$ cat config.mk
export PLATFORM = sky130hd
export DESIGN_NAME = bist_controller
export DESIGN_NICKNAME = d
export VERILOG_FILES = /design/src/rtl/bist_controller.sv
export SDC_FILE = /design/constraint.sdc
export NUM_CORES = 1
export LEC_CHECK = 0
export ABC_AREA = 1
export BUFFER_PORTS_ARGS = -buffer_cell sky130_fd_sc_hd__buf_2
export CELL_PAD_IN_SITES_DETAIL_PLACEMENT = 0
export CELL_PAD_IN_SITES_GLOBAL_PLACEMENT = 1
export CORE_MARGIN = 2
export CORE_UTILIZATION = 37
export DETAILED_ROUTE_END_ITERATION = 6
export GPL_TIMING_DRIVEN = 0
export PLACE_DENSITY = 0.74
export SETUP_SLACK_MARGIN = 0.1
export SYNTH_ARGS = -nofsm -noshare
export SYNTH_HDL_FRONTEND = slang
export SYNTH_SLANG_ARGS = --single-unit
export TNS_END_PERCENT = 100
$ cat constraint.sdc
create_clock -name clk -period 1.8 [get_ports clk]
set_clock_uncertainty 0.1 [all_clocks]
set_input_delay 0.36 -clock clk [delete_from_list [all_inputs] [get_ports clk]]
set_output_delay 0.36 -clock clk [all_outputs]
set_load 0.05 [all_outputs]
$ cat src/rtl/bist_controller.sv
// bist_controller: sequencing FSM for the adder BIST datapath.
// Loads the TPG, steps PAT_CNT patterns while the MISR compacts the CUT
// responses, flushes the CUT output register, then latches the final
// signature on Result and compares it against GOLDEN_SIG.
// Optional feature macro: BIST_INTERVAL_SIG_EN (intermediate signature
// capture every INTERVAL patterns, marked by a one-cycle sig_strobe pulse).
// All outputs are registered; reset is asynchronous and active-low.

module bist_controller #(
    parameter int               SIG_W      = 10,
    parameter int               PAT_CNT    = 255,
    parameter int               CNT_W      = 8,
    parameter logic [SIG_W-1:0] GOLDEN_SIG = 10'h000,
    parameter int               INTERVAL   = 16
) (
    input  logic             clk,
    input  logic             rst_n,
    input  logic             valid,
    input  logic [SIG_W-1:0] misr_sig,
    output logic             tpg_load,
    output logic             tpg_en,
    output logic             misr_clr,
    output logic             misr_en,
    output logic [CNT_W-1:0] pat_idx,
    output logic [SIG_W-1:0] Result,
    output logic             Ready,
    output logic             pass,
    output logic             sig_strobe
);

    // Index of the last pattern of a run; pat_idx never reaches PAT_CNT.
    localparam logic [CNT_W-1:0] LAST_IDX = CNT_W'(PAT_CNT - 1);
    localparam logic [CNT_W-1:0] INT_LEN  = CNT_W'(INTERVAL);
    localparam logic [CNT_W-1:0] INT_LAST = CNT_W'(INTERVAL - 1);

`ifdef BIST_INTERVAL_SIG_EN
    localparam bit INTERVAL_EN = 1'b1;
`else
    localparam bit INTERVAL_EN = 1'b0;
`endif

    typedef enum logic [2:0] {
        IDLE  = 3'd0,
        LOAD  = 3'd1,
        RUN   = 3'd2,
        FLUSH = 3'd3,
        CHECK = 3'd4,
        DONE  = 3'd5
    } state_t;

    state_t             state;
    state_t             state_nxt;

    logic               tpg_load_nxt;
    logic               tpg_en_nxt;
    logic               misr_clr_nxt;
    logic               misr_en_nxt;
    logic [CNT_W-1:0]   pat_idx_nxt;
    logic [SIG_W-1:0]   result_nxt;
    logic               ready_nxt;
    logic               pass_nxt;
    logic               strobe_nxt;
    logic               interval_hit;

    // The pattern being applied closes an interval; constant-false when the
    // intermediate capture feature is not built in.
    assign interval_hit = INTERVAL_EN && ((pat_idx % INT_LEN) == INT_LAST);

    // State register.
    always_ff @(posedge clk or negedge rst_n) begin
        if (!rst_n) begin
            state <= IDLE;
        end else begin
            state <= state_nxt;
        end
    end

    // Next state and next registered outputs; outputs are computed for the
    // state being entered so every strobe lines up with its state.
    always_comb begin
        state_nxt    = state;
        tpg_load_nxt = 1'b0;
        tpg_en_nxt   = 1'b0;
        misr_clr_nxt = 1'b0;
        misr_en_nxt  = 1'b0;
        pat_idx_nxt  = pat_idx;
        result_nxt   = Result;
        pass_nxt     = pass;
        ready_nxt    = 1'b0;
        strobe_nxt   = 1'b0;

        case (state)
            IDLE: begin
                if (valid) begin
                    state_nxt    = LOAD;
                    tpg_load_nxt = 1'b1;
                    misr_clr_nxt = 1'b1;
                    pat_idx_nxt  = '0;
                    result_nxt   = '0;
                    pass_nxt     = 1'b0;
                end
            end

            LOAD: begin
                if (!valid) begin
                    state_nxt  = IDLE;
                    result_nxt = '0;
                    pass_nxt   = 1'b0;
                end else begin
                    state_nxt   = RUN;
                    tpg_en_nxt  = 1'b1;
                    misr_en_nxt = 1'b1;
                    pat_idx_nxt = '0;
                end
            end

            RUN: begin
                if (!valid) begin
                    // An abort discards any intermediate capture as well.
                    state_nxt  = IDLE;
                    result_nxt = '0;
                    pass_nxt   = 1'b0;
                end else begin
                    if (interval_hit) begin
                        result_nxt = misr_sig;
                        strobe_nxt = 1'b1;
                    end
                    if (pat_idx == LAST_IDX) begin
                        // Stop the TPG but keep compacting for one more cycle
                        // to pick up the response still in the CUT register.
                        state_nxt   = FLUSH;
                        misr_en_nxt = 1'b1;
                    end else begin
                        tpg_en_nxt  = 1'b1;
                        misr_en_nxt = 1'b1;
                        pat_idx_nxt = pat_idx + 1'b1;
                    end
                end
            end

            FLUSH: begin
                if (!valid) begin
                    state_nxt  = IDLE;
                    result_nxt = '0;
                    pass_nxt   = 1'b0;
                end else begin
                    state_nxt = CHECK;
                end
            end

            CHECK: begin
                if (!valid) begin
                    state_nxt  = IDLE;
                    result_nxt = '0;
                    pass_nxt   = 1'b0;
                end else begin
                    state_nxt  = DONE;
                    result_nxt = misr_sig;
                    pass_nxt   = (misr_sig == GOLDEN_SIG);
                    ready_nxt  = 1'b1;
                end
            end

            DONE: begin
                // A held request does not retrigger; it must drop first.
                if (!valid) begin
                    state_nxt = IDLE;
                end else begin
                    ready_nxt = 1'b1;
                end
            end

            default: begin
                state_nxt = IDLE;
            end
        endcase
    end

    // Output registers.
    always_ff @(posedge clk or negedge rst_n) begin
        if (!rst_n) begin
            tpg_load   <= 1'b0;
            tpg_en     <= 1'b0;
            misr_clr   <= 1'b0;
            misr_en    <= 1'b0;
            pat_idx    <= '0;
            Result     <= '0;
            Ready      <= 1'b0;
            pass       <= 1'b0;
            sig_strobe <= 1'b0;
        end else begin
            tpg_load   <= tpg_load_nxt;
            tpg_en     <= tpg_en_nxt;
            misr_clr   <= misr_clr_nxt;
            misr_en    <= misr_en_nxt;
            pat_idx    <= pat_idx_nxt;
            Result     <= result_nxt;
            Ready      <= ready_nxt;
            pass       <= pass_nxt;
            sig_strobe <= strobe_nxt;
        end
    end

endmodule

==> metrics.yaml <==
run_status:
  status: "finished clean"
setup_path:
  crit_path_top_delay_cell: "dfrtp_1"
  crit_required_ns: 1.34
  crit_buf_inv: 1
  path_delay_family: "flip-flops"
  start_kind: "flip-flop"
  crit_type: "flip-flop to primary output"
  critPathMaxFanout: 6
  end_kind: "primary output"
  crit_chain: "buf_2"
  arrival_ns: 1.07
  crit_path_max_incr_delay_ns: 0.46
place:
  gp_congestion: 0.8257
  dp_hpwl_um: 2053
  io_buffers: 36
  dpl_cell_area_um2: 1520
  dp.cells: 232
worst_hold_path:
  hold_path.class: "input port to flip-flop"
cts:
  h-tree-depth: 1
  clkLatencyLatePin_ns: 0.31
  cts_buffers: 3
  cts_num_sinks: 26
  path_clk_slew_ns: 0.13
  clockBufferDepth: 2
  cts_tree: "yes"
  cts_resized: 0
  cts-root-buf: "clkbuf_4"
yosys:
  ys_types: 28
  syn_area_per_cell_um2: 8.550
  syn_area_um2: 1282
  synth_nets: 165
  ys_seq_elements: 26
  ys_warn_count: 0
  yosysSeqAreaShare: 0.5073
  synth_cells: 150
die:
  ios: 38
  initial_core_util: 0.3843
  die_area_um2: 3953
  die_h_um: 62.88
  die_w_um: 62.88
  fp.coreArea_um2: 3337
  rows: 21
routing:
  vias: 1123
  wl_per_cell_um: 11.41
  ant_nets: 0
  vias_per_cell: 4.738
  drc: 0
  drt-initial-drc-count: 41
  wl_um: 2705
  first_pass_iters: 4
job:
  maxCapViolations: 0
pwr:
  p_per_area_nw_per_um2: 1149
  ir_worst_vdd_mv: 0.4470
  p_leak_nw: 0.8323
  comb_power_share: 0.439
  clkPwrFrac: 0.158
  switching_power_uw: 804.0
  seqPwrFrac: 0.403
  power_mw: 1.800
  internal_power_uw: 995.7
  switching_share: 0.4468
sta:
  min_period_ns: 1.530
  tns_ns: 0
  rsz0062_at_grt: "false"
  finalHoldViolations: 0
  period_share: 0.8500
  setup_viol: 0
  slew_viol_final: 0
  tightest_slew_ns: 0.5803
  whs_ns: 0.1898
  fmax_mhz: 653.6
  slew_headroom: 0.6131
cells_and_area:
  final_common_cell: "buf_2"
  stdcell_area_um2: 1567
  antennaDiodeCount: 0
  drive_above_1_share: 0.2932
  syn2layout_area_growth_pct: 22.15
  fin_cells: 237
  fillers: 352
  layout.nets: 207
  final_cell_mix: "37 x buf_2, 31 x nand2_1, 26 x dfrtp_1, 16 x nor2_1, 14 x inv_1"
global_route:
  antenna_found_initial: 0
  grt_pass1_wl_um: 4705
  overflow: 0
  grt_max_degree: 27
  grt_usage: 0.1477
  grt_pass1_vias: 1047
## state kept, by name, summed over array words and instances, names as in the netlist
name	cells
Result	10
tpg_en	1
pat_idx	8
misr_clr	1
Ready	1
pass	1
state	3
misr_en	1
## final timing paths
path,startpoint,endpoint,slack [ns],depth (start not counted)
setup / recovery,pat_idx[1],pat_idx[1],0.27,1
hold / removal,misr_sig[2],Result[2],0.19,2
setup reg to reg,pat_idx[0],pat_idx[7],0.28,9
hold reg to reg,pass,pass,0.39,2
max in group asynchronous,rst_n,pat_idx[3],0.74,2
min in group asynchronous,rst_n,misr_clr,0.48,2
## synth_stat cells
cell      number  area, um^2
conb_1         1       3.750
o21ai_0        7       35.03
dfrtp_1       26       650.6
nand2_2        4       25.02
nand2_4        1       11.26
buf_4          2       15.01
nand3_2        1       10.01
o21ai_1        2       10.01
nor4_1         1       6.260
nor2_2         1       6.260
nand2_1       31       116.4
a21oi_1        5       25.02
xor2_1         1       8.760
nor3_1         4       20.02
nor2_4         1       11.26
buf_2          1       5.000
clkinv_2       1       5.000
o21bai_1       1       7.510
nor2_1        16       60.06
nand4_1        4       25.02
xnor2_1        1       8.760
inv_1         14       52.55
buf_6          1       11.26
ha_1           2       25.02
nand3_1       11       55.05
o311ai_0       1       8.760
inv_2          3       11.26
a22o_1         6       52.55
## what timing repair did
item / CTS / global route
hold endpoints to repair: 26 / 0
setup buffers: 0 / 0
hold buffers: 1 / 0
## power by group through the flow
stage,sequential [mW],combinational [mW],clock (mW)
after floorplan,0.939,0.406,0
after global placement,0.735,0.791,0
after detailed placement,0.737,0.795,0
after CTS,0.726,0.799,0.301
after global routing,0.740,0.859,0.332
final,0.725,0.790,0.285
## kinds of logic after synthesis
family                     count (synthesis)  share of synthesized area
xor gates and xnor gates                   2                    0.01366
AOI/OAI and AO/OA                         22                     0.1083
DFF                                       26                     0.5073
adders and majority gates                  2                    0.01951
and+or+nand+nor                           75                     0.2702
buffers and inverters                     22                    0.07804
other                                      1                   0.002924
## through the flow
stage	setup slack, ns	util
2_1_floorplan	0.1342	-
3_3_place_gp	0.3038	0.4556
3_5_place_dp	0.3018	0.4556
4_1_cts	0.2486	0.4694
5_1_grt	0.1352	0.4694
6_report	0.2701	0.4694
## final cells by class
| cell class | count | area, um^2 | share of cell area |
|---|---|---|---|
| plain buffers | 4 | 31.28 | 0.01997 |
| clock buffers | 4 | 36.28 | 0.02316 |
| inverters | 18 | 68.82 | 0.04393 |
| multi-input cells | 102 | 531.8 | 0.3395 |
| flip-flops and latches | 26 | 650.6 | 0.4153 |
| well taps | 46 | 57.56 | 0.03674 |
| repair buffers | 37 | 190.2 | 0.1214 |
## per-layer routing
| metal | vias to the layer above | GRT usage | wire [um] | share of wire |
|---|---|---|---|---|
| li1 | 573 | - | - | - |
| met4 | 0 | 0.04167 | 15 | 0.0055 |
| met2 | 34 | 0.2380 | 1220 | 0.45 |
| met3 | 2 | 0.02883 | 146 | 0.054 |
| met5 | - | 0 | 0 | 0 |
| met1 | 514 | 0.2018 | 1322 | 0.49 |
Power figures use the tool's default switching activity.
